File: src/rtl/mem_port_arbiter_if.sv
// mem_port_arbiter_if.sv
// Request/response and memory bus shared by the fetch and data requesters,
// the arbiter and the single-ported synchronous memory.
interface mem_port_arbiter_if #(
  parameter int ADDR_W = 14,
  parameter int DATA_W = 32
);
  logic                  f_req_valid;
  logic [ADDR_W-1:0]     f_req_addr;
  logic                  f_req_ready;
  logic                  f_rsp_valid;
  logic [DATA_W-1:0]     f_rsp_data;

  logic                  d_req_valid;
  logic                  d_req_we;
  logic [ADDR_W-1:0]     d_req_addr;
  logic [DATA_W/8-1:0]   d_req_wmask;
  logic [DATA_W-1:0]     d_req_wdata;
  logic                  d_req_ready;
  logic                  d_rsp_valid;
  logic [DATA_W-1:0]     d_rsp_data;

  logic                  flush;

  logic                  mem_en;
  logic [DATA_W/8-1:0]   mem_we;
  logic [ADDR_W-1:0]     mem_addr;
  logic [DATA_W-1:0]     mem_wdata;
  logic [DATA_W-1:0]     mem_rdata;

  // Requester and memory side: drives requests, flush and read data.
  modport master (
    output f_req_valid, f_req_addr, d_req_valid, d_req_we, d_req_addr,
           d_req_wmask, d_req_wdata, flush, mem_rdata,
    input  f_req_ready, f_rsp_valid, f_rsp_data, d_req_ready, d_rsp_valid,
           d_rsp_data, mem_en, mem_we, mem_addr, mem_wdata
  );

  // Arbiter side.
  modport slave (
    input  f_req_valid, f_req_addr, d_req_valid, d_req_we, d_req_addr,
           d_req_wmask, d_req_wdata, flush, mem_rdata,
    output f_req_ready, f_rsp_valid, f_rsp_data, d_req_ready, d_rsp_valid,
           d_rsp_data, mem_en, mem_we, mem_addr, mem_wdata
  );
endinterface

File: src/rtl/mem_port_arbiter.sv
// mem_port_arbiter.sv
// Shares one single-ported synchronous memory between instruction fetch (F)
// and data load/store (D). Data wins by default; a starvation counter forces
// a fetch grant after MAX_STARVE stalled cycles. Read responses are routed
// back in order through a tag pipeline matched to MEM_LAT, and flush squashes
// fetch tags still in flight.
// Optional macro ARB_STATS_EN builds saturating grant/conflict counters;
// without it the stat ports are tied to zero.
module mem_port_arbiter #(
  parameter int ADDR_W     = 14,
  parameter int DATA_W     = 32,
  parameter int MEM_LAT    = 1,
  parameter int MAX_STARVE = 4
) (
  input  logic              clk,
  input  logic              rst,
  mem_port_arbiter_if.slave bus,
  output logic [31:0]       stat_f_grants,
  output logic [31:0]       stat_d_grants,
  output logic [31:0]       stat_conflicts
);

  localparam int CNT_W = $clog2(MAX_STARVE + 1);

  typedef enum logic {
    D_PRIO = 1'b0,
    F_PRIO = 1'b1
  } state_t;

  state_t              r_state;
  logic [CNT_W-1:0]    r_starveCnt;
  logic [MEM_LAT-1:0]  r_tagValid;
  logic [MEM_LAT-1:0]  r_tagIsF;

  logic                w_fGrant;
  logic                w_dGrant;
  logic                w_newTag;
  logic                w_exitValid;
  logic                w_exitIsF;
  logic                w_fRsp;
  logic                w_dRsp;
  logic [ADDR_W-1:0]   w_addr;
  logic [DATA_W/8-1:0] w_we;
  logic [DATA_W-1:0]   w_wdata;

  // Pick at most one winner per cycle; nothing is granted while reset is held.
  always_comb begin
    w_fGrant = 1'b0;
    w_dGrant = 1'b0;
    if (!rst) begin
      if (r_state == F_PRIO) begin
        w_fGrant = bus.f_req_valid;
        w_dGrant = bus.d_req_valid && !bus.f_req_valid;
      end else begin
        w_dGrant = bus.d_req_valid;
        w_fGrant = bus.f_req_valid && !bus.d_req_valid;
      end
    end
  end

  assign bus.f_req_ready = w_fGrant;
  assign bus.d_req_ready = w_dGrant;

  // Steer the granted request onto the memory port; idle port drives zeros.
  always_comb begin
    w_addr  = '0;
    w_we    = '0;
    w_wdata = '0;
    if (w_dGrant) begin
      w_addr = bus.d_req_addr;
      if (bus.d_req_we) begin
        w_we    = bus.d_req_wmask;
        w_wdata = bus.d_req_wdata;
      end
    end else if (w_fGrant) begin
      w_addr = bus.f_req_addr;
    end
  end

  assign bus.mem_en    = w_fGrant || w_dGrant;
  assign bus.mem_we    = w_we;
  assign bus.mem_addr  = w_addr;
  assign bus.mem_wdata = w_wdata;

  // Priority FSM and starvation counter: a fetch that keeps losing gets one forced grant.
  always_ff @(posedge clk or posedge rst) begin
    if (rst) begin
      r_state     <= D_PRIO;
      r_starveCnt <= '0;
    end else begin
      case (r_state)
        D_PRIO: if (r_starveCnt == CNT_W'(MAX_STARVE) && !w_fGrant) r_state <= F_PRIO;
        F_PRIO: if (w_fGrant) r_state <= D_PRIO;
      endcase
      if (!bus.f_req_valid || w_fGrant) begin
        r_starveCnt <= '0;
      end else if (r_starveCnt != CNT_W'(MAX_STARVE)) begin
        r_starveCnt <= r_starveCnt + 1'b1;
      end
    end
  end

  // Stores need no response, and a fetch accepted under flush is already dead.
  assign w_newTag = (w_dGrant && !bus.d_req_we) || (w_fGrant && !bus.flush);

  // Owner tags march alongside the memory read latency; flush kills fetch tags in flight.
  always_ff @(posedge clk or posedge rst) begin
    if (rst) begin
      r_tagValid <= '0;
      r_tagIsF   <= '0;
    end else begin
      r_tagValid[0] <= w_newTag;
      r_tagIsF[0]   <= w_fGrant;
      for (int i = 1; i < MEM_LAT; i++) begin
        r_tagValid[i] <= r_tagValid[i-1] && !(bus.flush && r_tagIsF[i-1]);
        r_tagIsF[i]   <= r_tagIsF[i-1];
      end
    end
  end

  assign w_exitValid = r_tagValid[MEM_LAT-1];
  assign w_exitIsF   = r_tagIsF[MEM_LAT-1];
  assign w_fRsp      = w_exitValid && w_exitIsF;
  assign w_dRsp      = w_exitValid && !w_exitIsF;

  assign bus.f_rsp_valid = w_fRsp;
  assign bus.d_rsp_valid = w_dRsp;
  assign bus.f_rsp_data  = w_fRsp ? bus.mem_rdata : '0;
  assign bus.d_rsp_data  = w_dRsp ? bus.mem_rdata : '0;

`ifdef ARB_STATS_EN
  logic [31:0] r_statF;
  logic [31:0] r_statD;
  logic [31:0] r_statC;

  // Saturating usage counters for grants and for cycles where both sides competed.
  always_ff @(posedge clk or posedge rst) begin
    if (rst) begin
      r_statF <= '0;
      r_statD <= '0;
      r_statC <= '0;
    end else begin
      if (w_fGrant && r_statF != 32'hFFFF_FFFF) r_statF <= r_statF + 32'd1;
      if (w_dGrant && r_statD != 32'hFFFF_FFFF) r_statD <= r_statD + 32'd1;
      if (bus.f_req_valid && bus.d_req_valid && r_statC != 32'hFFFF_FFFF) r_statC <= r_statC + 32'd1;
    end
  end

  assign stat_f_grants  = r_statF;
  assign stat_d_grants  = r_statD;
  assign stat_conflicts = r_statC;
`else
  assign stat_f_grants  = '0;
  assign stat_d_grants  = '0;
  assign stat_conflicts = '0;
`endif

endmodule

File: src/flat_wrapper.sv
// flat-port wrapper written by rule: the top's interface ports become plain ports
module mem_port_arbiter_flat 
#(
  parameter int ADDR_W     = 14,
  parameter int DATA_W     = 32,
  parameter int MEM_LAT    = 1,
  parameter int MAX_STARVE = 4
)
  (clk, rst, stat_f_grants, stat_d_grants, stat_conflicts, bus_f_req_valid, bus_f_req_addr, bus_d_req_valid, bus_d_req_we, bus_d_req_addr, bus_d_req_wmask, bus_d_req_wdata, bus_flush, bus_mem_rdata, bus_f_req_ready, bus_f_rsp_valid, bus_f_rsp_data, bus_d_req_ready, bus_d_rsp_valid, bus_d_rsp_data, bus_mem_en, bus_mem_we, bus_mem_addr, bus_mem_wdata);
  mem_port_arbiter_if #(.ADDR_W(ADDR_W), .DATA_W(DATA_W)) bus_i ();
  input  logic clk;
  input  logic rst;
  output logic [31:0] stat_f_grants;
  output logic [31:0] stat_d_grants;
  output logic [31:0] stat_conflicts;
  input wire logic [$bits(bus_i.f_req_valid)-1:0] bus_f_req_valid;
  input wire logic [$bits(bus_i.f_req_addr)-1:0] bus_f_req_addr;
  input wire logic [$bits(bus_i.d_req_valid)-1:0] bus_d_req_valid;
  input wire logic [$bits(bus_i.d_req_we)-1:0] bus_d_req_we;
  input wire logic [$bits(bus_i.d_req_addr)-1:0] bus_d_req_addr;
  input wire logic [$bits(bus_i.d_req_wmask)-1:0] bus_d_req_wmask;
  input wire logic [$bits(bus_i.d_req_wdata)-1:0] bus_d_req_wdata;
  input wire logic [$bits(bus_i.flush)-1:0] bus_flush;
  input wire logic [$bits(bus_i.mem_rdata)-1:0] bus_mem_rdata;
  output wire logic [$bits(bus_i.f_req_ready)-1:0] bus_f_req_ready;
  output wire logic [$bits(bus_i.f_rsp_valid)-1:0] bus_f_rsp_valid;
  output wire logic [$bits(bus_i.f_rsp_data)-1:0] bus_f_rsp_data;
  output wire logic [$bits(bus_i.d_req_ready)-1:0] bus_d_req_ready;
  output wire logic [$bits(bus_i.d_rsp_valid)-1:0] bus_d_rsp_valid;
  output wire logic [$bits(bus_i.d_rsp_data)-1:0] bus_d_rsp_data;
  output wire logic [$bits(bus_i.mem_en)-1:0] bus_mem_en;
  output wire logic [$bits(bus_i.mem_we)-1:0] bus_mem_we;
  output wire logic [$bits(bus_i.mem_addr)-1:0] bus_mem_addr;
  output wire logic [$bits(bus_i.mem_wdata)-1:0] bus_mem_wdata;
  assign bus_i.f_req_valid = bus_f_req_valid;
  assign bus_i.f_req_addr = bus_f_req_addr;
  assign bus_i.d_req_valid = bus_d_req_valid;
  assign bus_i.d_req_we = bus_d_req_we;
  assign bus_i.d_req_addr = bus_d_req_addr;
  assign bus_i.d_req_wmask = bus_d_req_wmask;
  assign bus_i.d_req_wdata = bus_d_req_wdata;
  assign bus_i.flush = bus_flush;
  assign bus_i.mem_rdata = bus_mem_rdata;
  assign bus_f_req_ready = bus_i.f_req_ready;
  assign bus_f_rsp_valid = bus_i.f_rsp_valid;
  assign bus_f_rsp_data = bus_i.f_rsp_data;
  assign bus_d_req_ready = bus_i.d_req_ready;
  assign bus_d_rsp_valid = bus_i.d_rsp_valid;
  assign bus_d_rsp_data = bus_i.d_rsp_data;
  assign bus_mem_en = bus_i.mem_en;
  assign bus_mem_we = bus_i.mem_we;
  assign bus_mem_addr = bus_i.mem_addr;
  assign bus_mem_wdata = bus_i.mem_wdata;
  mem_port_arbiter #(.ADDR_W(ADDR_W), .DATA_W(DATA_W), .MEM_LAT(MEM_LAT), .MAX_STARVE(MAX_STARVE)) u_core (.clk(clk), .rst(rst), .bus(bus_i), .stat_f_grants(stat_f_grants), .stat_d_grants(stat_d_grants), .stat_conflicts(stat_conflicts));
endmodule
File: config.mk
export PLATFORM = sky130hd
export DESIGN_NAME = mem_port_arbiter_flat
export DESIGN_NICKNAME = d
export VERILOG_FILES = /design/src/rtl/mem_port_arbiter_if.sv /design/src/rtl/mem_port_arbiter.sv /design/src/flat_wrapper.sv
export SDC_FILE = /design/constraint.sdc
export NUM_CORES = 1
export LEC_CHECK = 0
export BUFFER_PORTS_ARGS = -buffer_cell sky130_fd_sc_hd__buf_2
export CORE_AREA = 3 3 121 123
export CTS_BUF_LIST = sky130_fd_sc_hd__clkbuf_16
export CTS_CLUSTER_DIAMETER = 100
export DETAILED_ROUTE_END_ITERATION = 16
export DIE_AREA = 0 0 124 126
export HOLD_SLACK_MARGIN = 0.12
export PLACE_DENSITY = 0.42
export SYNTH_ARGS = -nofsm -noshare
export SYNTH_HDL_FRONTEND = slang
export SYNTH_SLANG_ARGS = --single-unit
File: constraint.sdc
create_clock -name clk -period 1.5 [get_ports clk]
set_input_delay 0.15 -clock clk [delete_from_list [all_inputs] [get_ports clk]]
set_output_delay 0.15 -clock clk [all_outputs]
set_load 0.05 [all_outputs]
-- Word level (Yosys, flattened, before mapping)
Cells that the tools add are included.
- flip-flop bits (word level): 6
- output and inout bits: 215
- logic and storage cells: 42
- $add $sub $neg: 1
- equality and inequality tests: 2
- mux-type cells: 17
- bitwise gates (word level): 1
- reduce and logical (&&, ||, !) cells: 17
- operator list (kind ; number):
    $mux 32 ; 4
    $mux 14 ; 2
    $mux 4 ; 2
    $logic_and 1x1->1 ; 7
    $logic_not 1->1 ; 6
    $mux 1 ; 6
    $mux 3 ; 2
    $add 3x1->3 const B ; 1
    $eq 3x3->1 const B ; 1
    $logic_or 1x1->1 ; 3
    $ne 3x3->1 const B ; 1
    $pmux 1 s2 ; 1
    $reduce_bool 2->1 ; 1
    $not 1->1 ; 1

-- Longest topological paths before layout
- depth after elaboration: 8
- mapped depth: 5
- depth with buffers taken out: 5

-- Worst setup path after synthesis
Ideal clock, no wire load.
- path type: reg2out
- from: register u_core.r_state
- to: output port bus_mem_addr[10]
- data arrival time: 1465 ps
- data required time: 1350 ps
- path slack: -115 ps
- stages on the path, launching flop included: 5
- cell sequence: dfrtp_1 > nand2b_1 > and3_1 > buf_2 > a22o_1
- cells in the longest elaborated chain, start to end: 4
- RTL lines (element ; RTL line ; source):
    start: declaration ; mem_port_arbiter.sv:30 ; state_t r_state;
    start signal: assignment ; mem_port_arbiter.sv:88 ; r_state <= D_PRIO;
    start signal: assignment ; mem_port_arbiter.sv:92 ; D_PRIO: if (r_starveCnt == CNT_W'(MAX_STARVE) && !w_fGrant) r_state <= F_PRIO;
    start signal: assignment ; mem_port_arbiter.sv:93 ; F_PRIO: if (w_fGrant) r_state <= D_PRIO;
    $mux 1 ; mem_port_arbiter.sv:51 ; if (r_state == F_PRIO) begin
    $mux 1 ; mem_port_arbiter.sv:50 ; if (!rst) begin
    net bus_f_req_ready ; flat_wrapper.sv:25 ; output wire logic [$bits(bus_i.f_req_ready)-1:0] bus_f_req_ready;
    $mux 14 ; mem_port_arbiter.sv:75 ; end else if (w_fGrant) begin
    $mux 14 ; mem_port_arbiter.sv:69 ; if (w_dGrant) begin
    end: declaration ; flat_wrapper.sv:33 ; output wire logic [$bits(bus_i.mem_addr)-1:0] bus_mem_addr;
The timed path passes the listed nets, and every way through them passes these cells.

-- Worst setup path in the final report
- from: register u_core.r_state
- to: output port bus_mem_wdata[11]
- cells in the longest elaborated chain, start to end: 3
- RTL lines (element ; RTL line ; source):
    $mux 1 ; mem_port_arbiter.sv:51 ;
    $mux 1 ; mem_port_arbiter.sv:50 ;
    $mux 32 ; mem_port_arbiter.sv:69 ;
    end: declaration ; flat_wrapper.sv:34 ; output wire logic [$bits(bus_i.mem_wdata)-1:0] bus_mem_wdata;
Every way passes these cells.

==> flow_metrics.tcl <==
set metrics [dict create \
    outcome "finished, violations left" \
    violations "negative setup slack" \
    cts-root-buf "clkbuf_16" \
    nets 589 \
    rows 43 \
    first_iter_violations 31 \
    area_growth_pct 108 \
    pwr-share-clk_pct 17.2 \
    critPathArrivalTime_ns 1.46 \
    die_h_um 126 \
    grt_overflow 0 \
    cts-buffers-inserted 3 \
    p_sw_share_pct 55.3 \
    comb_power_share_pct 74.9 \
    slowest_delay_ns 0.40 \
    grt_use_total_pct 8.35 \
    p_seq_share_pct 7.9 \
    setup_ws_ns -0.107 \
    final_layout_size_suffix_gt1_share_pct 61.9 \
    r2r_start "u_core.r_state" \
    p_int_mw 1.11 \
    hpwl_mm 5.97 \
    grtUsageMet3_pct 0.988 \
    p_leak_nw 2.35 \
    synth-seq-cells 6 \
    synth.distinct_cells 21 \
    clkLatencyLatePin_ns 0.23 \
    cp_top_family "simple AND/OR/NAND/NOR gates" \
    antenna_found_initial 0 \
    vias 2296 \
    finalMaxSlewViolations 0 \
    routed_wl_mm 8.26 \
    crit_chain "nand2_2, and4_4, buf_12, and2_1, buf_6" \
    rrSetupSlack_ns 0.11 \
    num_antenna_cells 0 \
    final_cells 663 \
    pwr_density_cell_nw_per_um2 617 \
    cp_data_required_time_ns 1.35 \
    maxCapViolCount 0 \
    place_congestion 0.752 \
    min_from "bus_flush" \
    crit_buf_inv 2 \
    whs_endpoint "u_core.r_tagValid" \
    hold-path-cell-count 3 \
    avgRoutedWirePerCell_um 12.5 \
    ioPinCount 317 \
    critPathSlowestCell "dfrtp_1" \
    drc 0 \
    grt_pass1_wl_mm 10.6 \
    peakVddDrop_mv 0.477 \
    clk_pin_slew_ns 0.03 \
    worst_r2r_path_depth 5 \
    ys_seq_area_share_pct 7.78 \
    min_period_ns 1.61 \
    post-route-util_pct 29.2 \
    critical_path_class "reg -> out" \
    cts.htree.levels 1 \
    grt_pass1_vias 2118 \
    postSynthAreaPerCell_sq_um 7.36 \
    avgViaCountPerCell 3.46 \
    place_ws_ns -0.0886 \
    setup_viol 79 \
    cts_sinks 6 \
    finalSetupTns_ns -4.13 \
    hold_path.class "in -> reg" \
    layout_commonest_cell "buf_2" \
    hold_viol 0 \
    dieArea_sq_um 15600 \
    rsz0062_at_grt "true" \
    ant_nets 0 \
    die_w_um 124 \
    drt-pass1-iter-count 4 \
    use_met2_pct 15.8 \
    synthCells 262 \
    cp_max_fo 18 \
    r2r_end "u_core.r_starveCnt[2]" \
    io_buffers 220 \
    floorplan.initialDensity_pct 14.0 \
    gr-max-usage-layer "met2" \
    yosysWarnings 0 \
    timing.hold.ws_ns 0.226 \
    final_cell_mix "buf_2 (127), conb_1 (96), buf_8 (52)" \
    placedCellCount 651 \
    grt_max_degree 34 \
    cts_tree "done" \
    synth_area_sq_um 1930 \
    core_sq_um 13800 \
    cts_max_path_buffers 2 \
    grt_util_met1_pct 9.99 \
    critPathLaunchType "register" \
    p_sw_mw 1.37 \
    cp.depth 5 \
    fin_crit_sh_pct 107 \
    max_freq_mhz 622 \
    end_kind "output port" \
    finalClockSkew_ns 0.00180 \
]
-- final cells by class --
type | count | area (sq um)
Clock buffer | 3 | 75.1
Sequential cell | 6 | 150
Multi-Input combinational cell | 234 | 1480
Fill cell | 1486 | 9750
Inverter | 5 | 18.8
Tap cell | 180 | 225
Timing Repair Buffer | 235 | 2070
-- synth_stat cells --
cell | n | share of area, %
ha_1 | 2 | 1.3
clkbuf_1 | 8 | 1.6
conb_1 | 1 | 0.19
buf_6 | 7 | 4.1
and2b_1 | 1 | 0.39
mux2i_1 | 1 | 0.52
buf_2 | 2 | 0.52
inv_1 | 5 | 0.97
nand2_1 | 3 | 0.58
dfrtp_1 | 6 | 7.8
buf_4 | 96 | 37
and3_1 | 34 | 11
nand2b_1 | 1 | 0.32
and2_1 | 69 | 22
nor4b_2 | 1 | 0.78
a21oi_1 | 1 | 0.26
and4_1 | 1 | 0.45
nor2_1 | 5 | 0.97
xnor2_1 | 1 | 0.45
a22o_1 | 15 | 6.8
nor3b_2 | 2 | 1.3
-- sequential cells by signal, summed over array words and instances, names as in the netlist --
signal              cells
u_core.r_starveCnt      3
u_core.r_tagIsF         1
u_core.r_state          1
u_core.r_tagValid       1
-- routing by layer --
layer | part of all wire, % | up-vias
met2 | 56 | 132
met1 | 37 | 1061
li1 | - | 1096
met3 | 6.7 | 7
met4 | 0.69 | 0
met5 | 0 | -
-- how the worst max path moves through the flow --
stage / end / start / slack [ns]
final: bus_mem_wdata[11] / u_core.r_state / -0.11
after detailed placement: bus_mem_addr[8] / u_core.r_state / -0.09
after CTS: bus_mem_wdata[26] / u_core.r_state / -0.10
after floorplan: bus_mem_addr[10] / u_core.r_state / 0.008
after global placement: bus_mem_addr[10] / u_core.r_state / -0.04
after global routing: bus_mem_we[1] / u_core.r_state / -0.18
-- worst register-to-register path: cells and delay by family (launching register included) --
kind | cells | cell delay, ns
buffers and inverters | 2 | 0.29
flip-flops | 1 | 0.40
AND/OR/NAND/NOR | 3 | 0.61
-- power groups by stage --
stage                     Combinational [mW]  Clock (mW)  Sequential [mW]
after floorplan                         1.38           0            0.195
after global placement                  1.48           0            0.194
after detailed placement                1.48           0            0.195
after CTS                               1.64       0.434            0.193
after global routing                    1.94       0.451            0.198
final                                   1.86       0.427            0.195
-- metrics by stage --
step	area [sq um]	total power, mW
after floorplan	2300	1.58
after global placement	2880	1.67
after detailed placement	2880	1.68
after CTS	3470	2.26
after global routing	4020	2.59
final	4020	2.48
-- logic make-up (layout without fill, tap and decap cells) --
| logic type | after synthesis | count (layout) | synth area share (%) |
|---|---|---|---|
| AND/OR/NAND/NOR | 117 | 118 | 38.2 |
| AO/OA/AOI/OAI | 16 | 16 | 7.07 |
| XOR/XNOR | 1 | 1 | 0.454 |
| buffers and inverters | 118 | 243 | 44.5 |
| multiplexers | 1 | 1 | 0.519 |
| adder cells (fa/ha/maj) | 2 | 2 | 1.30 |
| flip-flops | 6 | 6 | 7.78 |
| other | 1 | 96 | 0.194 |
-- repair_timing --
action,in CTS,in global routing
hold buffers,1,0
buffers inserted,1,1
gates cloned,2,4
gates resized for setup,154,138
endpoints found under the hold margin,6,0
endpoints found under the setup margin,83,117
pin swaps,1,34
(Power assumes the default switching activity.)
